--- src/rtl/ddma_flit_streamer.sv ---
// Transmit engine of the per-PE distributed DMA: reads a packet out of local memory
// through a 2-entry flit FIFO and streams it to the router local port under credit control.
module ddma_flit_streamer #(
  parameter int FLIT_WIDTH     = 16,
  parameter int MEM_ADDR_WIDTH = 16,
  parameter int NBYTES_WIDTH   = 16
) (
  input  logic                      clock,
  input  logic                      reset,
  input  logic                      cmd_in,
  input  logic [MEM_ADDR_WIDTH-1:0] addr_in,
  input  logic [NBYTES_WIDTH-1:0]   nbytes_in,
  output logic                      busy_out,
  output logic                      done_out,
  output logic                      rejected_out,
  output logic                      mem_en_out,
  output logic [MEM_ADDR_WIDTH-1:0] mem_addr_out,
  input  logic [FLIT_WIDTH-1:0]     mem_data_in,
  output logic                      tx_out,
  output logic [FLIT_WIDTH-1:0]     flit_out,
  input  logic                      credit_in
);

  typedef enum logic [1:0] {
    ST_IDLE = 2'd0,
    ST_RUN  = 2'd1,
    ST_DONE = 2'd2
  } state_t;

  localparam logic [MEM_ADDR_WIDTH-1:0] ADDR_ZERO = {MEM_ADDR_WIDTH{1'b0}};
  localparam logic [MEM_ADDR_WIDTH-1:0] ADDR_ONE  = {{(MEM_ADDR_WIDTH-1){1'b0}}, 1'b1};
  localparam logic [NBYTES_WIDTH-1:0]   NB_ZERO   = {NBYTES_WIDTH{1'b0}};
  localparam logic [NBYTES_WIDTH-1:0]   NB_ONE    = {{(NBYTES_WIDTH-1){1'b0}}, 1'b1};
  localparam logic [FLIT_WIDTH-1:0]     FLIT_ZERO = {FLIT_WIDTH{1'b0}};

  state_t                    state_r;
  state_t                    state_s;
  logic [MEM_ADDR_WIDTH-1:0] rd_addr_r;
  logic [NBYTES_WIDTH-1:0]   rd_left_r;
  logic [NBYTES_WIDTH-1:0]   tx_left_r;
  logic                      outst_r;
  logic [1:0]                count_r;
  logic [1:0]                count_s;
  logic [FLIT_WIDTH-1:0]     head_r;
  logic [FLIT_WIDTH-1:0]     head_s;
  logic [FLIT_WIDTH-1:0]     tail_r;
  logic [FLIT_WIDTH-1:0]     tail_s;
  logic                      rejected_r;

  logic                      pop_s;
  logic                      push_s;
  logic [2:0]                occ_s;
  logic                      issue_s;
  logic                      accept_s;
  logic                      reject_s;
  logic                      last_pop_s;

  // A pop frees its slot in the same cycle, so a read may be issued against it;
  // this keeps one flit per cycle flowing with only two FIFO entries.
  assign pop_s      = (count_r != 2'd0) & credit_in;
  assign push_s     = outst_r;
  assign occ_s      = {1'b0, count_r} + {2'b00, outst_r} - {2'b00, pop_s};
  assign issue_s    = (state_r == ST_RUN) & (rd_left_r != NB_ZERO) & (occ_s < 3'd2);
  assign last_pop_s = pop_s & (tx_left_r == NB_ONE);
  assign reject_s   = cmd_in & (state_r != ST_IDLE);

  // Next-state and command-accept decode
  always_comb begin
    state_s  = state_r;
    accept_s = 1'b0;
    case (state_r)
      ST_IDLE: begin
        if (cmd_in) begin
          accept_s = 1'b1;
          if (nbytes_in == NB_ZERO) begin
            state_s = ST_DONE;
          end else begin
            state_s = ST_RUN;
          end
        end else begin
          state_s = ST_IDLE;
        end
      end
      ST_RUN: begin
        if (last_pop_s) begin
          state_s = ST_DONE;
        end else begin
          state_s = ST_RUN;
        end
      end
      ST_DONE: state_s = ST_IDLE;
      default: state_s = ST_IDLE;
    endcase
  end

  // FIFO next contents: push takes returning read data, pop shifts tail to head
  always_comb begin
    head_s  = head_r;
    tail_s  = tail_r;
    count_s = count_r;
    case ({push_s, pop_s})
      2'b10: begin
        if (count_r == 2'd0) begin
          head_s = mem_data_in;
        end else begin
          tail_s = mem_data_in;
        end
        count_s = count_r + 2'd1;
      end
      2'b01: begin
        head_s  = tail_r;
        count_s = count_r - 2'd1;
      end
      2'b11: begin
        if (count_r == 2'd1) begin
          head_s = mem_data_in;
        end else begin
          head_s = tail_r;
          tail_s = mem_data_in;
        end
      end
      default: begin
        head_s  = head_r;
        tail_s  = tail_r;
        count_s = count_r;
      end
    endcase
  end

  // FSM state register
  always_ff @(posedge clock or posedge reset) begin
    if (reset) begin
      state_r <= ST_IDLE;
    end else begin
      state_r <= state_s;
    end
  end

  // Read-side address/count and in-flight read tracking
  always_ff @(posedge clock or posedge reset) begin
    if (reset) begin
      rd_addr_r <= ADDR_ZERO;
      rd_left_r <= NB_ZERO;
      outst_r   <= 1'b0;
    end else begin
      outst_r <= issue_s;
      if (accept_s) begin
        rd_addr_r <= addr_in;
        rd_left_r <= nbytes_in;
      end else if (issue_s) begin
        rd_addr_r <= rd_addr_r + ADDR_ONE;
        rd_left_r <= rd_left_r - NB_ONE;
      end
    end
  end

  // Flits still to be accepted by the router
  always_ff @(posedge clock or posedge reset) begin
    if (reset) begin
      tx_left_r <= NB_ZERO;
    end else if (accept_s) begin
      tx_left_r <= nbytes_in;
    end else if (pop_s) begin
      tx_left_r <= tx_left_r - NB_ONE;
    end
  end

  // FIFO storage and occupancy
  always_ff @(posedge clock or posedge reset) begin
    if (reset) begin
      head_r  <= FLIT_ZERO;
      tail_r  <= FLIT_ZERO;
      count_r <= 2'd0;
    end else begin
      head_r  <= head_s;
      tail_r  <= tail_s;
      count_r <= count_s;
    end
  end

  // Rejected-command pulse, one cycle after the offending cmd_in
  always_ff @(posedge clock or posedge reset) begin
    if (reset) begin
      rejected_r <= 1'b0;
    end else begin
      rejected_r <= reject_s;
    end
  end

  assign busy_out     = (state_r == ST_RUN);
  assign done_out     = (state_r == ST_DONE);
  assign rejected_out = rejected_r;
  assign mem_en_out   = issue_s;
  assign mem_addr_out = rd_addr_r;
  assign tx_out       = (count_r != 2'd0);
  assign flit_out     = head_r;

endmodule

--- config.mk ---
export PLATFORM = sky130hd
export DESIGN_NAME = ddma_flit_streamer
export DESIGN_NICKNAME = d
export VERILOG_FILES = /design/src/rtl/ddma_flit_streamer.sv
export SDC_FILE = /design/constraint.sdc
export NUM_CORES = 1
export LEC_CHECK = 0
export BUFFER_PORTS_ARGS = -buffer_cell sky130_fd_sc_hd__buf_2
export CAP_MARGIN = 10
export CORE_ASPECT_RATIO = 0.5
export CORE_UTILIZATION = 40
export CTS_BUF_LIST = sky130_fd_sc_hd__clkbuf_4
export CTS_CLUSTER_DIAMETER = 50
export CTS_CLUSTER_SIZE = 40
export DETAILED_ROUTE_END_ITERATION = 7
export HOLD_SLACK_MARGIN = 0.08
export SLEW_MARGIN = 20
export SYNTH_ARGS = -nofsm -noshare
export SYNTH_HDL_FRONTEND = slang
export SYNTH_SLANG_ARGS = --single-unit
--- constraint.sdc ---
create_clock -name clock -period 3.7 [get_ports clock]
set_input_delay 0.925 -clock clock [delete_from_list [all_inputs] [get_ports clock]]
set_output_delay 0.925 -clock clock [all_outputs]
set_load 0.01 [all_outputs]
==> flow_summary_export.csv, run 1 <==
group,metric,value,unit
pwr,vdd_drop_max,0.000345,V
logic_synthesis,synth_common_cells,"86 x dfrtp_1, 64 x nand2_1, 36 x o21ai_0, 28 x nor2_1",
drt,vias,3697,
sta,worst_pin_slew,773,ps
logic_synthesis,synth_area,4450,um^2
cts,htreeDepth,3,
setup_path,slowest_delay,510,ps
placement,place_hpwl,7620,um
sta,final-max-slew-violation-count,0,
cts,clkSinkCount,86,
placement,dp_cells,668,
global_routing,grt_max_degree,45,
final_layout,nNetsFinal,603,
drt,drc,0,
global_routing,grt_pass1_vias,3719,
flow_run,max_cap_violations,0,
logic_synthesis,syn_avg_cell_area,9.98,um^2
floorplan,die_w,151,um
setup_path,crit_type,"reg2out",
logic_synthesis,yosys.cell_count.top_type,"dfrtp_1",
sta,fin_crit_sh,94.9,%
sta,rsz0062_at_grt,"no",
sta,fin_tns_setup,0,ps
cts,clk_latency,450,ps
drt,route.met2.wl,4690,um
setup_path,crit_slowest_cell,"fa_1",
cts,cts_tree,"yes",
drt,wl,10800,um
placement,port_buffers,88,
final_layout,synthToLayoutAreaGrowth,17.3,%
cts,clk_pin_slew,130,ps
setup_path,end_kind,"output port",
sta,hold_violations,0,
setup_path,cp.buffers_inverters,4,
cts,cts-root-buf,"clkbuf_4",
placement,preCtsSetupSlack,159,ps
logic_synthesis,ys_top_cells_by_area,"dfrtp_1 48%, nand2_1 5.4%, o21ai_0 4.0%",
drt,wire_per_inst,15.7,um
global_routing,grt_pass1_wl,18400,um
floorplan,pin_count,89,
logic_synthesis,synth_top_area_cell,"dfrtp_1",
logic_synthesis,ys_seq_elements,86,
drt,wl_met1,5320,um
logic_synthesis,ys.flop_type,"dfrtp_1",
cts,cts_max_path_buffers,2,
setup_path,path_max_fanout,8,
drt,highest_layer,"met4",
final_layout,final_area,5220,um^2
sta,relSlewSlack,48.4,%
min_path,holdPathEnd,"flit_out[5]",
floorplan,start_util,42.3,%
drt,firstDrtPassIters,4,
floorplan,core,10500,um^2
min_path,hp-class,"reg2reg",
global_routing,antenna_found_initial,0,
logic_synthesis,seq_area_frac_synth,48.4,%
setup_path,rr_endpoint,"rd_left_r[7]",
logic_synthesis,syn_nets,509,
global_routing,grt_usage,20.5,%
setup_path,crit_path_start_kind,"flip-flop",
setup_path,crit_family,"adder cells",
sta,setup_slack,190,ps
pwr,p_leak,0.00230,uW
logic_synthesis,async_flop_share,100,%
floorplan,fp.dieH,76.6,um
setup_path,path_cells,"inv_1, ha_4, nor2b_2, buf_4, nor2_1, o21ai_1, fa_1, nand3b_1, nor2_2, nand2_2, inv_2, buf_2",
floorplan,num_rows,26,
setup_path,reg2reg_from,"count_r[1]",
floorplan,die_area,11600,um^2
drt,ant_nets,0,
logic_synthesis,syn_inst,446,
min_path,holdPathStages,2,
drt,drt_iter0_markers,163,
logic_synthesis,ys_warn_count,0,
setup_path,reg2reg_depth,12,
placement,gp_congestion,0.831,
sta,skew,15.9,ps
logic_synthesis,synth_top_area_share,48.4,%
setup_path,arrival,2590,ps
logic_synthesis,synth_edf_count,0,
final_layout,antennaDiodeCount,0,
sta,clock.fmax,0.285,GHz
final_layout,stdcell_count,685,
pwr,powerDensity,788,nW/um^2
final_layout,layout-drive-gt1-share,27.9,%
sta,final-setup-viol-count,0,
drt,avgViaCountPerCell,5.40,
global_routing,gr-total-overflow,0,
min_path,hp-start,"flit_out[5]",
cts,cts_buffers,9,
drt,routed-wl-met3,677,um
final_layout,fin_util,49.7,%
setup_path,worst-r2r-setup-slack,720,ps
placement,placed_area,5070,um^2
outcome,status,"finished clean",
logic_synthesis,synth_cell_type_count,55,
sta,fin_crit,3510,ps
setup_path,crit_required,2770,ps
-- registers in the layout (all words and copies together) (netlist names) --
| signal | count |
|---|---|
| tx_left_r | 16 |
| tail_r | 16 |
| flit_out | 16 |
| count_r | 2 |
| mem_addr_out | 16 |
| rd_left_r | 16 |
| outst_r | 1 |
| rejected_out | 1 |
| state_r | 2 |
-- stage by stage --
step                      total power [uW]  hold WS (ps)
final                                 4110           488
after CTS                             4130           498
after global routing                  4470           518
after detailed placement              3610           465
after global placement                3560           457
after floorplan                       2940           479
-- worst register-to-register path, stage by stage (launching register included) --
cell	delay, ps
dfrtp_1	400
inv_1	110
ha_4	170
nor2b_2	50
buf_4	160
nor2_1	100
o21ai_1	80
fa_1	420
xor2_1	190
nor4_1	460
nand2_2	240
o311ai_0	350
o211ai_1	140
-- final cells by class --
cell class,count,area [um^2]
Fill cell,1025,5290
Multi-Input combinational cell,327,2160
Sequential cell,86,2150
Timing Repair Buffer,102,558
Tap cell,140,175
Clock buffer,9,67.6
Inverter,14,53.8
Clock inverter,7,51.3
-- report_power, final --
group	leakage, uW	internal, uW	switching [uW]	total (uW)
Clock	0.0000635	139	352	491
Sequential	0.00102	1360	367	1730
Combinational	0.00121	861	1030	1890
Total	0.00230	2360	1750	4110
-- kinds of logic (layout without fill, tap and decap cells) --
group / count (synthesis) / count (layout) / synth area share [%]
AND/OR/NAND/NOR: 168 / 168 / 19.7
AO/OA/AOI/OAI: 107 / 107 / 16.1
flip-flops: 86 / 86 / 48.4
buffers and inverters: 33 / 132 / 3.63
XOR/XNOR: 24 / 24 / 4.72
multiplexers: 17 / 17 / 4.27
adder cells (fa/ha/maj): 11 / 11 / 3.26
-- how the worst max path moves through the flow --
stage          startpoint  slack [ps]  depth (start not counted)          to
6_report       count_r[1]         190                         12  mem_en_out
5_1_grt        count_r[1]           7                         12  mem_en_out
4_1_cts        count_r[0]          50                         12  mem_en_out
3_5_place_dp    credit_in         160                         11  mem_en_out
3_3_place_gp    credit_in         170                         11  mem_en_out
2_1_floorplan   credit_in         0.7                         10  mem_en_out
-- layout by cell type, fill, tap and decap left out, types with 3 or more instances in the layout --
cell / count
o21ai_1: 3
mux2_2: 16
a22oi_1: 16
ha_1: 9
o211ai_1: 12
nor4_1: 7
a211oi_1: 4
a221o_1: 3
xnor2_1: 10
clkbuf_4: 9
buf_4: 13
and4_1: 4
nor3_1: 7
or3_1: 3
inv_1: 12
o21ai_0: 35
nor2_1: 26
buf_2: 88
and3_1: 9
nor2b_1: 4
o311ai_0: 5
xor2_1: 14
dfrtp_1: 86
a311oi_1: 6
nand3b_1: 3
nand3_1: 15
nand4_1: 4
clkinv_4: 4
a21oi_1: 10
a21o_1: 3
nand2_1: 64
or4_1: 4
-- metal layers --
layer / GRT usage, % / up-vias
met4: 5.60 / 0
met3: 6.35 / 9
met5: 0 / -
met1: 28.0 / 1788
met2: 31.4 / 86
li1: - / 1814
-- timing repair --
action,4_1_cts,5_1_grt
pin swaps,0,1
buffers inserted,1,0
setup endpoints to repair,1,1
hold buffers,0,0
endpoints found under the hold margin,0,0
resized for setup,1,5
Note: power is estimated with default switching activity, not from simulation.
==> run 2, diff against run 1 <==
Settings changed: CELL_PAD_IN_SITES_DETAIL_PLACEMENT set to 0, CELL_PAD_IN_SITES_GLOBAL_PLACEMENT set to 1, PLACE_DENSITY_LB_ADDON set to 0.1.
==> run 2 against run 1 <==
  * Register-to-register slack improved by 80 ps
  * Non-clock buffer count is 2 higher
  * Cell count increased by 0.29%
  * Core utilization up 0.73 points
  * First-iteration DRC count shrank 17%
  * Critical path type unchanged
  * Largest power group unchanged
==> flow_summary_export.csv, run 2 (same netlist as run 1, synthesis figures left out) <==
group,metric,value,unit
placement,preCtsSetupSlack,88.4,ps
final_layout,layout_commonest_cell,"buf_2",
floorplan,pin_count,89,
global_routing,grt_max_degree,46,
global_routing,grt.busiest_layer,"met2",
min_path,hp-start,"flit_out[11]",
setup_path,crit_slowest_cell,"fa_1",
setup_path,end_kind,"output port",
cts,htreeDepth,3,
drt,drc,0,
cts,clk_pin_slew,130,ps
global_routing,grt_usage,19.9,%
cts,cts_max_path_buffers,2,
sta,fin_crit,3520,ps
cts,clk_latency,440,ps
setup_path,worst-r2r-setup-slack,800,ps
drt,firstDrtPassIters,4,
placement,placed_area,5080,um^2
setup_path,path_max_fanout,5,
setup_path,cp.buffers_inverters,4,
final_layout,multi_input_area,2180,um^2
sta,worst_pin_slew,792,ps
floorplan,core,10500,um^2
sta,hold_slack,488,ps
drt,ant_nets,0,
final_layout,final-seq-area,2150,um^2
sta,final-setup-viol-count,0,
cts,cts_buffers,9,
cts,cts-root-buf,"clkbuf_4",
drt,drt_iter0_markers,136,
final_layout,most-common-layout-cells,"88 x buf_2, 86 x dfrtp_1, 64 x nand2_1",
global_routing,gr-total-overflow,0,
setup_path,path_cells,"inv_2, ha_4, nor2b_4, buf_4, nor2_2, o21ai_2, fa_1, nand3b_1, nor2_2, nand2_2, inv_2, buf_2",
setup_path,reg2reg_from,"count_r[0]",
floorplan,fp.dieH,76.6,um
floorplan,die_w,151,um
pwr,p_leak,0.00234,uW
drt,avgViaCountPerCell,5.32,
setup_path,crit_type,"reg2out",
global_routing,grt_pass1_vias,3488,
floorplan,die_area,11600,um^2
final_layout,fill_cells,1003,
min_path,hp-class,"reg2reg",
setup_path,slowest_delay,540,ps
sta,fin_tns_setup,0,ps
drt,vias,3653,
placement,gp_congestion,0.763,
final_layout,layout-drive-gt1-share,29.1,%
sta,relSlewSlack,47.2,%
setup_path,arrival,2600,ps
placement,place_hpwl,7560,um
floorplan,num_rows,26,
sta,skew,13.8,ps
drt,wire_per_inst,15.6,um
final_layout,synthToLayoutAreaGrowth,19.0,%
sta,setup_slack,180,ps
final_layout,antennaDiodeCount,0,
final_layout,nNetsFinal,605,
global_routing,grt_use_met2,29.4,%
outcome,status,"finished clean",
pwr,vdd_drop_max,0.000365,V
sta,fin_crit_sh,95.1,%
placement,port_buffers,88,
setup_path,crit_family,"adder cells",
cts,clkSinkCount,86,
setup_path,crit_start,"count_r[0]",
pwr,powerDensity,804,nW/um^2
final_layout,final_area,5300,um^2
sta,clock.fmax,0.284,GHz
cts,cts-hold-fix-buffers,0,
pwr,p_total,4260,uW
setup_path,crit_path_start_kind,"flip-flop",
cts,cts_tree,"yes",
global_routing,grt_pass1_wl,17900,um
global_routing,met1_usage,29.2,%
flow_run,max_cap_violations,0,
setup_path,crit_required,2770,ps
drt,wl,10700,um
sta,hold_violations,0,
global_routing,antenna_found_initial,0,
global_routing,use_met3,5.27,%
sta,final-max-slew-violation-count,0,
floorplan,start_util,42.3,%
==> run 2: worst register-to-register path: cells and delay by family (launching register included) <==
family          cells  cell delay, ps
simple gates        4             770
compound gates      3             560
fa+ha+maj           2             630
flops               1             430
buf+inv             2             240
xor+xnor            1             180
==> run 2: timing repair <==
| item | in CTS | in global routing |
|---|---|---|
| buffers inserted | 1 | 1 |
| pin swaps | 0 | 4 |
| setup endpoints to repair | 1 | 1 |
| gates resized for setup | 3 | 9 |
==> run 2: power by group <==
group	switching, uW	internal, uW
clock network	342	278
registers	358	1360
logic	1040	880
==> run 2: metrics by stage <==
step	std cells	util [%]
after detailed placement	669	48.3
after CTS	686	50.0
after floorplan	446	-
after global placement	669	48.3
final	687	50.4
after global routing	687	50.4
==> run 2: final cells by class <==
type / count / share of cell area [%]
clock buffers: 9 / 1.28
multi-input cells: 327 / 41.1
flip-flops and latches: 86 / 40.6
clock inverters: 7 / 1.82
inverters: 14 / 1.02
repair buffers: 104 / 10.8
well taps: 140 / 3.31
==> run 2: final timing paths <==
kind | end | cells after the start
min in group asynchronous | tail_r[5] | 2
max in group asynchronous | state_r[0] | 3
hold / removal | flit_out[11] | 2
hold reg to reg | flit_out[11] | 2
setup / recovery | mem_en_out | 12
setup reg to reg | rd_left_r[7] | 12
==> run 2: metal layers <==
layer | share of wire, % | wire (um)
met1 | 52 | 5510
met2 | 43 | 4610
met3 | 4.8 | 512
met4 | 0.51 | 54
met5 | 0 | 0
